==> config.mk <==
export PLATFORM = sky130hd
export DESIGN_NAME = tff_updown_counter
export DESIGN_NICKNAME = d
export VERILOG_FILES = /design/src/rtl/tff_cnt_pkg.sv /design/src/rtl/tff_cell.sv /design/src/rtl/tff_updown_counter.sv
export SDC_FILE = /design/constraint.sdc
export NUM_CORES = 1
export LEC_CHECK = 0
export CORE_AREA = 3 3 40 42
export DETAILED_ROUTE_END_ITERATION = 8
export DIE_AREA = 0 0 43 45
export PLACE_DENSITY = 0.64
export REMOVE_ABC_BUFFERS = 1
export SLEW_MARGIN = 20
export SYNTH_ARGS = -nofsm -noshare
export SYNTH_HDL_FRONTEND = slang
export SYNTH_SLANG_ARGS = --single-unit
==> constraint.sdc <==
create_clock -name clk -period 1.4 [get_ports clk]
set_input_delay 0.21 -clock clk [delete_from_list [all_inputs] [get_ports clk]]
set_output_delay 0.21 -clock clk [all_outputs]
set_load 0.005 [all_outputs]
==> src/rtl/tff_cnt_pkg.sv <==
// Shared types and defaults for the T-flop up/down counter.
// Pure declarations; no logic, no latency, no flow control.
// Saturating build selected by defining TFF_CNT_SAT_EN.
package tff_cnt_pkg;

  typedef enum logic {
    CNT_DN = 1'b0,
    CNT_UP = 1'b1
  } cnt_dir_t;

  localparam int DEF_WIDTH = 4;

endpackage

==> src/rtl/tff_cell.sv <==
// Single T flip-flop with synchronous clear and per-bit load.
// Latency: one edge from t/clr/load to q; async reset clears q at once.
// Backpressure: none; the cell acts on every rising edge.
module tff_cell (
  input  logic clk,
  input  logic rst_n,
  input  logic clr,
  input  logic load,
  input  logic d_bit,
  input  logic t,
  output logic q,
  output logic qb
);

  logic q_q;
  logic q_d;

  always_comb begin
    q_d = q_q;
    if (clr) begin
      q_d = 1'b0;
    end else if (load) begin
      q_d = d_bit;
    end else if (t) begin
      q_d = ~q_q;
    end
  end

  always_ff @(posedge clk or negedge rst_n) begin
    if (!rst_n) begin
      q_q <= 1'b0;
    end else begin
      q_q <= q_d;
    end
  end

  // Both rails come from the same flop, so they stay complementary through reset.
  assign q  = q_q;
  assign qb = ~q_q;

endmodule

==> src/rtl/tff_updown_counter.sv <==
// Up/down counter from a bank of T flops with toggle logic, terminal count and wrap pulse.
// Latency: count/load/clr visible one edge later; wrap pulses the cycle after a wrap.
// Backpressure: none; en=0 holds. Defining TFF_CNT_SAT_EN saturates instead of wrapping.
module tff_updown_counter
  import tff_cnt_pkg::*;
#(
  parameter int WIDTH = DEF_WIDTH
) (
  input  logic             clk,
  input  logic             rst_n,
  input  logic             clr,
  input  logic             load,
  input  logic [WIDTH-1:0] d,
  input  logic             en,
  input  logic             up_dn,
  output logic [WIDTH-1:0] q,
  output logic [WIDTH-1:0] t_vec,
  output logic             tc,
  output logic             wrap
);

  cnt_dir_t         dir;
  logic [WIDTH-1:0] qb;
  logic             run_ones;
  logic             run_zeros;
  logic             wrap_q;
  logic             wrap_d;

  always_comb begin
    dir       = cnt_dir_t'(up_dn);
    tc        = en & ((dir == CNT_UP) ? (&q) : (&qb));
    run_ones  = 1'b1;
    run_zeros = 1'b1;
    t_vec     = '0;
    // Bit i toggles when every lower bit is at its carry (up) or borrow (down) value.
    for (int i = 0; i < WIDTH; i++) begin
      t_vec[i]  = en & ((dir == CNT_UP) ? run_ones : run_zeros);
      run_ones  = run_ones & q[i];
      run_zeros = run_zeros & qb[i];
    end
`ifdef TFF_CNT_SAT_EN
    if (tc) begin
      t_vec = '0;
    end
    wrap_d = 1'b0;
`else
    wrap_d = tc & ~clr & ~load;
`endif
    if (clr | load) begin
      t_vec = '0;
    end
  end

  for (genvar g = 0; g < WIDTH; g++) begin : g_bit
    tff_cell u_cell (
      .clk   (clk),
      .rst_n (rst_n),
      .clr   (clr),
      .load  (load),
      .d_bit (d[g]),
      .t     (t_vec[g]),
      .q     (q[g]),
      .qb    (qb[g])
    );
  end

  always_ff @(posedge clk or negedge rst_n) begin
    if (!rst_n) begin
      wrap_q <= 1'b0;
    end else begin
      wrap_q <= wrap_d;
    end
  end

  assign wrap = wrap_q;

endmodule

==> results.sh <==
export IMPL_drt_iter0_drc=6
export IMPL_core_area_sq_mm=0.001285
export IMPL_start_util_pct=32.62
export IMPL_final_nets=106
export IMPL_gr_usage_all_layers_pct=17.66
export IMPL_cts_tree="built"
export IMPL_path_cells="buf_6, and2_4, a22o_1, and2_1, buf_2"
export IMPL_period_minus_slack_ns=1.616
export IMPL_ir_drop_mv=0.5370
export IMPL_antenna_cells=0
export IMPL_cts_buffers=3
export IMPL_worstPathArrival_ns=1.41
export IMPL_layout_drive_gt1_share_pct=51.58
export IMPL_grt_max_degree=6
export IMPL_root_buffer="clkbuf_4"
export IMPL_fin_area_sq_um=858.3
export IMPL_placed_area_sq_um=703.2
export IMPL_max_cap_violations=0
export IMPL_grt_setup_unrepaired="yes"
export IMPL_timing_critical_path_slowest_stage_cell="dfrtp_1"
export IMPL_start_kind="register"
export IMPL_max_slew_margin_pct=79.36
export IMPL_p_clk_share_pct=30.9
export IMPL_num_io_pins=20
export IMPL_clock_skew_ns=0.005326
export IMPL_dieArea_sq_mm=0.001935
export IMPL_crit_fanout=3
export IMPL_synthesis_instances=52
export IMPL_rows=13
export IMPL_synthFlopType="dfrtp_1"
export IMPL_clock_fmax_mhz=618.9
export IMPL_syn_mean_instance_area_sq_um=8.061
export IMPL_postSynth_asyncResetShare_pct=100.0
export IMPL_worstSkewPairLatency_ns=0.26
export IMPL_overflow=0
export IMPL_path_class="reg -> out"
export IMPL_critical_path_max_stage_delay_ns=0.42
export IMPL_port_buffers=19
export IMPL_drcViolationCount=0
export IMPL_p_total_w=0.0005805
export IMPL_clk_path_buf_depth=2
export IMPL_synth_warnings=0
export IMPL_violations="setup timing"
export IMPL_grt_pass1_vias=512
export IMPL_leakage_nw=0.4374
export IMPL_regArea_sq_um=127.6
export IMPL_fin_ws_ns=-0.2159
export IMPL_ant_nets=0
export IMPL_post_route_period_util_pct=115.4
export IMPL_dpl_hpwl_um=971.3
export IMPL_switching_power_w=0.0001758
export IMPL_cp_required_ns=1.19
export IMPL_ys_top_cells_by_area="dfrtp_1, buf_4, nor2_1, xor2_1, a2111oi_2"
export IMPL_syn_cell_area_sq_um=419.2
export IMPL_finalHoldViolCount=0
export IMPL_dieWidth_um=43
export IMPL_power_density_mw_per_mm2=676.3
export IMPL_routed_wl_um=1562
export IMPL_setup_violations=5
export IMPL_pwr_share_seq_pct=29.5
export IMPL_seq_area_frac_synth_pct=29.85
export IMPL_dr_pass1_iters=2
export IMPL_fin_util_pct=66.80
export IMPL_combPwrFrac_pct=39.7
export IMPL_synth_edff_count=0
export IMPL_ys_ff_latch=5
export IMPL_multiInputGateArea_sq_um=282.8
export IMPL_yosysTopAreaCellShare_pct=29.85
export IMPL_ctsHtreeMaxLevel=1
export IMPL_cts_hold_buffers=0
export IMPL_ys_types=27
export IMPL_syn_to_final_growth_pct=104.8
export IMPL_outcome="complete, but fails checks"
export IMPL_sw_frac_of_total_pct=30.29
export IMPL_whs_ns=0.1841
export IMPL_grt_first_pass_wirelength_um=2311
export IMPL_gp_congestion=0.7665
export IMPL_hp_class="in -> async"
export IMPL_die_h_um=45
export IMPL_fin_setup_tns_ns=-0.6773
export IMPL_vias=531
export IMPL_clk_pin_slew_ns=0.05
export IMPL_synth_top_area_cell="dfrtp_1"
export IMPL_via_per_inst=4.827
export IMPL_tightest_slew_ns=0.3095
export IMPL_cts_sinks=5
export IMPL_post_drt_wl_per_cell_um=14.20
export IMPL_fillerInstances=110
export IMPL_antenna_found_initial=0
export IMPL_p_int_w=0.0004047
export IMPL_endpoint_kind="primary output"
export IMPL_slew_violations=0
[final cells by class]
| class | instances | share of cell area [%] |
|---|---|---|
| Clock buffer | 4 | 3.061 |
| Timing Repair Buffer | 47 | 45.19 |
| Tap cell | 15 | 2.187 |
| Sequential cell | 5 | 14.87 |
| Inverter | 4 | 1.749 |
| Multi-Input combinational cell | 35 | 32.94 |
[sequential cells by signal, summed over array words and instances (netlist names)]
signal / count
g_bit.u_cell.q: 4
wrap: 1
[per-stage QoR]
step	instances	setup slack, ns
finish	110	-0.2159
global route	110	-0.2684
CTS	110	-0.2246
detailed placement	96	-0.5975
global placement	96	-0.5702
floorplan	44	0.1199
[routing by layer]
layer  global-route usage (%)  wire, um  up-vias
li1                         -         -      263
met1                    16.63       553      249
met2                    30.84       878       13
met3                    7.570        76        6
met4                    12.65        55        0
met5                        0         0        -
[cell usage after synthesis (2+ instances only)]
master,number
buf_4,8
nand2_1,3
nor3_1,2
nor2_1,8
inv_1,3
dfrtp_1,5
and2_1,2
xor2_1,2
[power by group through the flow]
stage / Combinational, W / Sequential (W) / Clock [W]
final: 0.000230 / 0.000171 / 0.000179
after global placement: 0.000177 / 0.000166 / 0
after detailed placement: 0.000178 / 0.000166 / 0
after global routing: 0.000248 / 0.000172 / 0.000199
after floorplan: 0.0000474 / 0.000171 / 0
after CTS: 0.000214 / 0.000168 / 0.000185
[critical path, delay by kind of cell (launching register included)]
kind                   cells  cell delay [ns]
DFF                        1             0.42
and+or+nand+nor            2             0.27
buffers and inverters      2             0.26
AOI/OAI and AO/OA          1             0.20
[placed cells by master (no fill, tap or decap), drive strengths merged, types with 2 or more instances in the layout]
master,synthesis,layout
xor2,2,2
nand2,3,3
clkbuf,0,5
and2,2,2
nor2,8,8
inv,4,4
clkdlybuf4s50,0,6
nor3,2,2
dfrtp,5,5
dlygate4sd2,0,8
o21ai,2,2
buf,8,32
[kinds of logic after synthesis]
family          share of synthesized area, %
compound gates                         17.61
buf+inv                                17.91
flops                                  29.85
xor+xnor                               4.180
simple gates                           30.45
[what timing repair did]
item	4_1_cts	5_1_grt
endpoints found under the setup margin	9	7
gates resized for setup	37	10
pin swaps	10	10
setup buffers	10	2
[worst paths after layout]
path | from | to | cells past startpoint | slack (ns)
max in group asynchronous | rst_n | g_bit[1].u_cell.q | 1 | 0.99
min | rst_n | g_bit[3].u_cell.q | 1 | 0.18
min reg2reg | g_bit[3].u_cell.q | g_bit[3].u_cell.q | 4 | 0.77
min in group clk | clr | g_bit[0].u_cell.q | 3 | 0.40
max reg2reg | g_bit[0].u_cell.q | g_bit[1].u_cell.q | 5 | -0.14
max | g_bit[2].u_cell.q | tc | 5 | -0.22
Note: power is estimated with default switching activity, not from simulation.
